--- config.mk ---
export PLATFORM = sky130hd
export DESIGN_NAME = systolic_skew_feeder
export DESIGN_NICKNAME = d
export VERILOG_FILES = /design/src/rtl/systolic_skew_feeder.sv
export SDC_FILE = /design/constraint.sdc
export NUM_CORES = 1
export LEC_CHECK = 0
export CORE_ASPECT_RATIO = 1.4
export CORE_MARGIN = 1
export CORE_UTILIZATION = 26
export CTS_BUF_LIST = sky130_fd_sc_hd__clkbuf_8
export CTS_CLUSTER_DIAMETER = 30
export DETAILED_ROUTE_END_ITERATION = 10
export GPL_TIMING_DRIVEN = 0
export PLACE_DENSITY = 0.56
export SETUP_SLACK_MARGIN = 0.3
export SLEW_MARGIN = 20
export SYNTH_ARGS = -nofsm -noshare
export SYNTH_HDL_FRONTEND = slang
export SYNTH_SLANG_ARGS = --single-unit
--- constraint.sdc ---
create_clock -name clk -period 3.4 [get_ports clk]
set_clock_uncertainty 0.2 [all_clocks]
set_input_delay 0.34 -clock clk [delete_from_list [all_inputs] [get_ports clk]]
set_output_delay 0.34 -clock clk [all_outputs]
set_load 0.05 [all_outputs]
--- src/rtl/systolic_skew_feeder.sv ---
`default_nettype none
// +--------------------------------------------------------------------------+
// | systolic_skew_feeder                                                     |
// | Skewed A/B edge feeder for an NxN systolic MAC array with zero flush.    |
// | Optional: FEEDER_BUBBLE_CNT_EN adds a saturating bubble_cnt output.      |
// | Revision: 1.0                                                            |
// +--------------------------------------------------------------------------+
module systolic_skew_feeder #(
    parameter int N  = 4,
    parameter int DW = 8,
    parameter int KW = 8
) (
    input  logic            clk,
    input  logic            reset,
    input  logic            start,
    input  logic [KW-1:0]   k_len,
    input  logic            in_valid,
    output logic            in_ready,
    input  logic [N*DW-1:0] a_vec,
    input  logic [N*DW-1:0] b_vec,
    output logic [N*DW-1:0] left_out,
    output logic [N*DW-1:0] up_out,
    output logic            busy,
    output logic            done
`ifdef FEEDER_BUBBLE_CNT_EN
    ,
    output logic [15:0]     bubble_cnt
`endif
);

    // Skew drain (N-1) plus array propagation (2N-1).
    localparam int c_FLUSH_LEN = 3*N - 2;
    localparam int c_FW        = $clog2(c_FLUSH_LEN);

    typedef enum logic [1:0] {
        S_IDLE   = 2'd0,
        S_STREAM = 2'd1,
        S_FLUSH  = 2'd2,
        S_DONE   = 2'd3
    } state_t;

    state_t          r_state;
    state_t          w_state_nxt;
    logic [KW-1:0]   r_k_len;
    logic [KW-1:0]   r_vec_cnt;
    logic [c_FW-1:0] r_flush_cnt;
    logic            w_accept;
    logic            w_start_acc;
    logic            w_last_vec;
    logic            w_flush_end;
    logic [N*DW-1:0] w_a_in;
    logic [N*DW-1:0] w_b_in;

    assign w_accept    = (r_state == S_STREAM) && in_valid;
    assign w_start_acc = (r_state == S_IDLE) && start;
    assign w_last_vec  = w_accept && (r_vec_cnt == (r_k_len - KW'(1)));
    assign w_flush_end = (r_state == S_FLUSH) &&
                         (r_flush_cnt == c_FW'(c_FLUSH_LEN - 1));

    // Non-accepted cycles feed zeros, so bubbles and flush are harmless to the PEs.
    assign w_a_in = w_accept ? a_vec : '0;
    assign w_b_in = w_accept ? b_vec : '0;

    always_ff @(posedge clk or negedge reset) begin
        if (!reset) begin
            r_state <= S_IDLE;
        end else begin
            r_state <= w_state_nxt;
        end
    end

    always_comb begin
        w_state_nxt = r_state;
        in_ready    = 1'b0;
        busy        = 1'b1;
        done        = 1'b0;
        case (r_state)
            S_IDLE: begin
                busy = 1'b0;
                if (start) begin
                    w_state_nxt = (k_len != '0) ? S_STREAM : S_FLUSH;
                end
            end
            S_STREAM: begin
                in_ready = 1'b1;
                if (w_last_vec) begin
                    w_state_nxt = S_FLUSH;
                end
            end
            S_FLUSH: begin
                if (w_flush_end) begin
                    w_state_nxt = S_DONE;
                end
            end
            S_DONE: begin
                done        = 1'b1;
                w_state_nxt = S_IDLE;
            end
            default: begin
                w_state_nxt = S_IDLE;
            end
        endcase
    end

    always_ff @(posedge clk or negedge reset) begin
        if (!reset) begin
            r_k_len     <= '0;
            r_vec_cnt   <= '0;
            r_flush_cnt <= '0;
        end else if (w_start_acc) begin
            r_k_len     <= k_len;
            r_vec_cnt   <= '0;
            r_flush_cnt <= '0;
        end else begin
            if (w_accept) begin
                r_vec_cnt <= r_vec_cnt + KW'(1);
            end
            if ((r_state == S_FLUSH) && !w_flush_end) begin
                r_flush_cnt <= r_flush_cnt + c_FW'(1);
            end
        end
    end

`ifdef FEEDER_BUBBLE_CNT_EN
    logic [15:0] r_bubble_cnt;

    always_ff @(posedge clk or negedge reset) begin
        if (!reset) begin
            r_bubble_cnt <= '0;
        end else if (w_start_acc) begin
            r_bubble_cnt <= '0;
        end else if ((r_state == S_STREAM) && !in_valid && (r_bubble_cnt != 16'hFFFF)) begin
            r_bubble_cnt <= r_bubble_cnt + 16'd1;
        end
    end

    assign bubble_cnt = r_bubble_cnt;
`endif

    // Lane i is a register chain of depth i+1 on both edges.
    for (genvar gi = 0; gi < N; gi++) begin : g_lane
        logic [DW-1:0] r_a_sr [gi+1];
        logic [DW-1:0] r_b_sr [gi+1];

        always_ff @(posedge clk or negedge reset) begin
            if (!reset) begin
                for (int k = 0; k <= gi; k++) begin
                    r_a_sr[k] <= '0;
                    r_b_sr[k] <= '0;
                end
            end else begin
                r_a_sr[0] <= w_a_in[gi*DW +: DW];
                r_b_sr[0] <= w_b_in[gi*DW +: DW];
                for (int k = 1; k <= gi; k++) begin
                    r_a_sr[k] <= r_a_sr[k-1];
                    r_b_sr[k] <= r_b_sr[k-1];
                end
            end
        end

        assign left_out[gi*DW +: DW] = r_a_sr[gi];
        assign up_out[gi*DW +: DW]   = r_b_sr[gi];
    end

endmodule
`default_nettype wire

== Word-level counts from Yosys, hierarchy flattened ==
Cells that the tools add are included.

* Bits in registers: 182
* Bits in latches: 0
* Memory bits (writable): 0
* Bits in read-only memories: 0
* Bits of input ports: 76
* Output and inout port bits: 67
* Logic and storage cells: 60
* Memories: 0

* Add/subtract/negate cells: 3
* $mul: 0
* Divide/modulo/power cells: 0
* Order comparisons: 0
* Eq/ne operators: 8
* Shift operators: 0
* Mux-type cells: 14
* Bitwise operators: 0
* Reductions and logical operators: 11

{| class="wikitable"
|+ Operator list
! operator !! number
|-
| 32-bit 2-to-1 mux || 2
|-
| 8-bit 2-to-1 mux || 2
|-
| 8-bit by 1-bit adder with 8-bit output, second input constant || 1
|-
| 8-bit equality test || 1
|-
| 2-bit 2-to-1 mux || 4
|-
| 4-bit 2-to-1 mux || 2
|-
| 2-bit one-hot mux with 4 select lines || 1
|-
| 8-bit nonzero test || 1
|-
| 8-bit by 1-bit subtractor with 8-bit output, second input constant || 1
|-
| 2-bit inequality test, second input constant || 3
|-
| 1-bit logical AND || 5
|-
| 4-bit by 1-bit adder with 4-bit output, second input constant || 1
|-
| 2-bit equality test, second input constant || 2
|-
| 4-bit equality test, second input constant || 1
|-
| 2-bit nonzero test || 2
|-
| 1-bit 2-to-1 mux || 3
|-
| 3-bit AND reduction || 1
|-
| 2-bit by 1-bit equality test with 1-bit output, second input constant || 1
|-
| 2-bit zero test || 1
|-
| 1-bit zero test || 1
|}

== Depth between registers and ports, before layout ==
* Depth after elaboration: 6
* Mapped depth: 8
* Depth with buffers taken out: 8

== Least setup slack after synthesis ==
OpenSTA, ideal clock, no wires.

* Kind: reg2reg
* From: reg r_state[1]
* To: reg r_state[1]
* Setup time: 125 ps
* Data arrival time: 2,157 ps
* Data required time: 3,075 ps
* Path slack: 918 ps
* Cell stages (with the launch flop): 9
* Path buffers: 1
* Period minus slack after synthesis: 2,482 ps
* Cell sequence: dfrtp_1 inv_1 ha_1 and2_1 clkbuf_1 nand4_1 a2111oi_4 o2bb2ai_2 mux2_4

* Word-level cells in the longest chain between the ends: 5
* Elaborated cells on any way between the ends: 12
* Classes of those cells: eq/ne: 6; mux: 1; reduce/logical: 5

{| class="wikitable"
|+ RTL lines
! item !! line !! RTL
|-
| start, declared || 42 || <nowiki>state_t r_state;</nowiki>
|-
| start signal, assigned || 68 || <nowiki>r_state <= w_state_nxt;</nowiki>
|-
| 2-bit by 1-bit equality test with 1-bit output || 54, 77 ||
|-
| 1-bit logical AND || 54 || <nowiki>assign w_accept = (r_state == S_STREAM) && in_valid;</nowiki>
|-
| 1-bit logical AND || 56 || <nowiki>assign w_last_vec = w_accept && (r_vec_cnt == (r_k_len - KW'(1)));</nowiki>
|-
| 2-bit inequality test (no source line) || - ||
|-
| 3-bit AND reduction (no source line) || - ||
|}

Parallel ways exist; a longest one is shown, timed or not.
A chain may end at the register's enable or synchronous reset.

== Final worst setup path ==
* From: reg r_state[1]
* To: out busy

* Word-level cells in the longest chain between the ends: 2

{| class="wikitable"
|+ RTL lines
! item !! line !! RTL
|-
| 2-bit zero test || 77 || <nowiki>case (r_state)</nowiki>
|-
| 1-bit 2-to-1 mux || 77 ||
|-
| end, declared || 23 || <nowiki>output logic busy,</nowiki>
|}

No other way between the ends.

==> Flow_metrics.wiki <==
{| class="wikitable"
! Metric !! Value
|-
| Result of the run || completed
|-
| Ratio of final minimum period to clock period || 77.03%
|-
| Share of post-route cells with drive strength above 1 || 14.64%
|-
| Worst EP required || 2860 ps
|-
| Final hold viol count || 0
|-
| Total Wirelength || 12,280 um
|-
| Share of flip-flops with an asynchronous set or reset || 100.0%
|-
| Area growth, synth to finish || 36.99%
|-
| Floorplan die area || 0.02438 mm^2
|-
| Final HPWL from detailed placement || 9245 um
|-
| Fmax || 0.3818 GHz
|-
| Setup total negative slack || 0 ps
|-
| Category of the critical setup timing path || reg -> out
|-
| Post-route ant nets || 0
|-
| Cell leakage power || 4.221 nW
|-
| Inserted Clock Buffers || 17
|-
| Reg2Reg Launch Point || r_k_len[0]
|-
| Clock Path Buffers || 2
|-
| Post-synthesis net count || 517
|-
| Initial antenna violation count || 8
|-
| Ports || 143
|-
| Cell chain of the critical path || inv_1, ha_1, inv_1, clkdlybuf4s50_1
|-
| Proportion of total power due to net switching || 33.60%
|-
| Max-Slew Margin vs Limit || 50.81%
|-
| RePlAce Congestion || 0.7776
|-
| Power spent charging and discharging nets || 0.002008 W
|-
| Worst reg2reg endpoint || r_state[1]
|-
| Peak supply drop || 586.1 uV
|-
| Horiz. Die Dim || 132.3 um
|-
| CTS H-tree depth || 4
|-
| CTS clk-pin slew, worst paths || 100 ps
|-
| Power after layout || 0.005976 W
|-
| Hold crit path type || reg -> reg
|-
| Global-route congestion overflow total || 0
|-
| Critical path's largest stage delay || 810 ps
|-
| Vert. Die Dim || 184.4 um
|-
| DRT iter0 DRCs || 110
|-
| Netlist area before placement || 0.006176 mm^2
|-
| Number of maximum-capacitance constraint violations || 0
|-
| Top delay family on crit path || buffers and inverters
|-
| Area share of the leading cell type in the synthesized netlist || 73.74%
|-
| Final Hold Slack || 147.9 ps
|-
| Library cell with the largest summed area after synthesis || dfrtp_1
|-
| Number of cells in the design after placement || 882
|-
| Fill cell instance count of the final layout || 2,264
|-
| Leading post-synthesis cells by cell area || dfrtp_1 74%, and3_1 6.6%, buf_4 5.8%
|-
| Number of instances in the synthesized netlist || 432
|-
| Timing startpoint of the critical path || r_state[1]
|-
| Library cell used as clock root buffer || clkbuf_8
|-
| Number of post-CTS setup repair buffers || 0
|-
| Number of pins with negative max-slew slack in the final report || 0
|-
| Synth cell count leaders || 182 x dfrtp_1, 65 x and3_1, 48 x buf_4, 26 x nand2_1, 18 x clkbuf_1
|-
| Yosys warnings || 0
|-
| Slowest CP cell || clkdlybuf4s50_1
|-
| Combined global-route utilization of all metal layers || 11.12%
|-
| Pwr/cell area || 706.4 mW/mm^2
|-
| Share of power burned in registers || 45.2%
|-
| Count of distinct cell types in the synthesized netlist || 33
|-
| Time the worst path needs with I/O delays and setup || 2619 ps
|-
| Routed vias || 3,608
|-
| Worst setup endpoint || busy
|-
| Top-count cell post-synth || dfrtp_1
|-
| Sequential fraction of the synthesis area || 73.74%
|-
| Actual slew at the worst max-slew pin || 737.8 ps
|-
| Vias per std cell || 3.935
|-
| Largest net degree at the start of global routing || 72
|-
| DRT Pass-1 Iters || 4
|-
| Remaining design rule violation count || 0
|-
| Setup repair after global routing missed its margin || false
|-
| Non-Filler Cell Area, Final || 0.008461 mm^2
|-
| Data arrival, critical path || 2080 ps
|-
| Endpoint kind of the worst setup timing path || primary output
|-
| Worst reg2reg path depth || 8
|-
| Clk Latency, worst-skew pair || 460 ps
|-
| DP Area || 0.008040 mm^2
|-
| Area of the core region || 0.02329 mm^2
|-
| Worst setup slack for register-to-register paths || 870 ps
|-
| Highest net fanout along the worst path || 4
|-
| Number of enable flip-flop cells after synthesis || 0
|-
| WL per Instance || 13.39 um
|-
| Nets@finish || 681
|-
| Count of buffer and inverter cells on the critical path || 3
|-
| Internal cell power || 0.003968 W
|-
| Via count of the first global-routing pass || 3,882
|-
| Total stage count of the critical path || 4
|-
| FF+latch count, synth || 182
|-
| Setup violators final || 0
|-
| Initial Util || 26.52%
|-
| Wire length of the first global-routing pass || 19,940 um
|-
| Average instance area after synthesis || 14.30 um^2
|-
| Non-filler cells, final || 917
|-
| Most common cell on crit path || inv_1
|-
| Buffers on Ports || 142
|-
| Combinational share of power || 30.4%
|-
| Startpoint Class || flop
|-
| Clock share of power || 24.3%
|-
| CTS tree || yes
|-
| Cell row count || 66
|-
| # clock sinks || 182
|-
| Post-synth top flop || dfrtp_1
|}
final cells by class:
class / instances / area, um^2 / share of cell area, %
flip-flops and latches: 182 / 4554 / 53.83
clock buffers: 19 / 261.5 / 3.091
diodes: 3 / 7.507 / 0.08873
plain buffers: 66 / 427.9 / 5.058
multi-input cells: 176 / 1164 / 13.75
clock inverters: 12 / 141.4 / 1.671
repair buffers: 145 / 1491 / 17.63
well taps: 306 / 382.9 / 4.525
inverters: 8 / 30.03 / 0.3549
state kept, by name, summed over array words and instances (netlist names):
signal	flops
g_lane.r_a_sr	56
g_lane.r_b_sr	56
left_out	24
up_out	24
r_k_len	8
r_vec_cnt	8
r_flush_cnt	4
r_state	2
logic make-up (layout without fill, tap and decap cells):
| logic type | Yosys count | in the layout | share of synthesized area (%) |
|---|---|---|---|
| DFF | 182 | 182 | 73.74 |
| AOI/OAI and AO/OA | 17 | 17 | 2.269 |
| and+or+nand+nor | 131 | 131 | 11.91 |
| muxes | 3 | 3 | 0.5672 |
| buffers and inverters | 74 | 250 | 7.415 |
| other | 0 | 3 | 0 |
| xor gates and xnor gates | 16 | 16 | 2.269 |
| adders and majority gates | 9 | 9 | 1.823 |
worst min path at each step:
stage                         startpoint                    to  slack, ps  cells past startpoint
floorplan                          reset   g_lane[0].r_a_sr[0]       -160                      0
CTS                 g_lane[3].r_a_sr[27]  g_lane[3].r_a_sr[19]        150                      0
detailed placement                 reset            up_out[24]        100                      1
finish               g_lane[2].r_b_sr[8]            up_out[16]        150                      0
global placement    g_lane[3].r_a_sr[28]  g_lane[3].r_a_sr[20]        130                      0
global route         g_lane[2].r_b_sr[8]            up_out[16]        160                      0
what timing repair did:
action,CTS,global route
endpoints found under the hold margin,111,0
resized for setup,0,0
hold buffers,1,0
worst register-to-register path: stages, from the launching register on:
cell and delay [ps]:
dfrtp_1 440, inv_1 100, ha_1 230, nand2b_1 170, a21oi_1 90, a311o_4 390
a2111oi_4 370, o2bb2ai_2 130, mux2_4 310
per-stage QoR:
step                setup WS, ps  util [%]
detailed placement         862.1     34.53
global route               617.6     36.31
finish                     780.8     36.33
floorplan                  918.2         -
CTS                        723.8     36.30
global placement           -5084     34.27
metal layers:
metal | vias to the layer above | share of wire, % | global-route usage, %
met5 | - | 0.47 | 0
met4 | 8 | 1.4 | 4.736
met3 | 20 | 7.6 | 5.528
met2 | 107 | 49 | 17.76
met1 | 1769 | 41 | 12.58
li1 | 1704 | - | -
placed cells by master, fill, tap and decap left out, types with 5 or more instances in the layout:
| cell type | n |
|---|---|
| xnor2_1 | 6 |
| ha_1 | 9 |
| inv_1 | 8 |
| o21ai_0 | 5 |
| nand4_1 | 7 |
| and3_1 | 65 |
| buf_4 | 48 |
| clkdlybuf4s50_1 | 141 |
| nand2_1 | 26 |
| dfrtp_1 | 182 |
| nor2_1 | 15 |
| clkbuf_8 | 19 |
| clkbuf_1 | 18 |
| xor2_1 | 10 |
power by group through the flow:
stage                     combinational [W]  clock, W  sequential, W
final                               0.00182   0.00146        0.00270
after global routing                0.00198   0.00162        0.00275
after CTS                           0.00185   0.00153        0.00271
after detailed placement            0.00184         0        0.00275
after global placement              0.00179         0        0.00274
after floorplan                     0.00115         0        0.00281
Power figures use the tool's default switching activity.
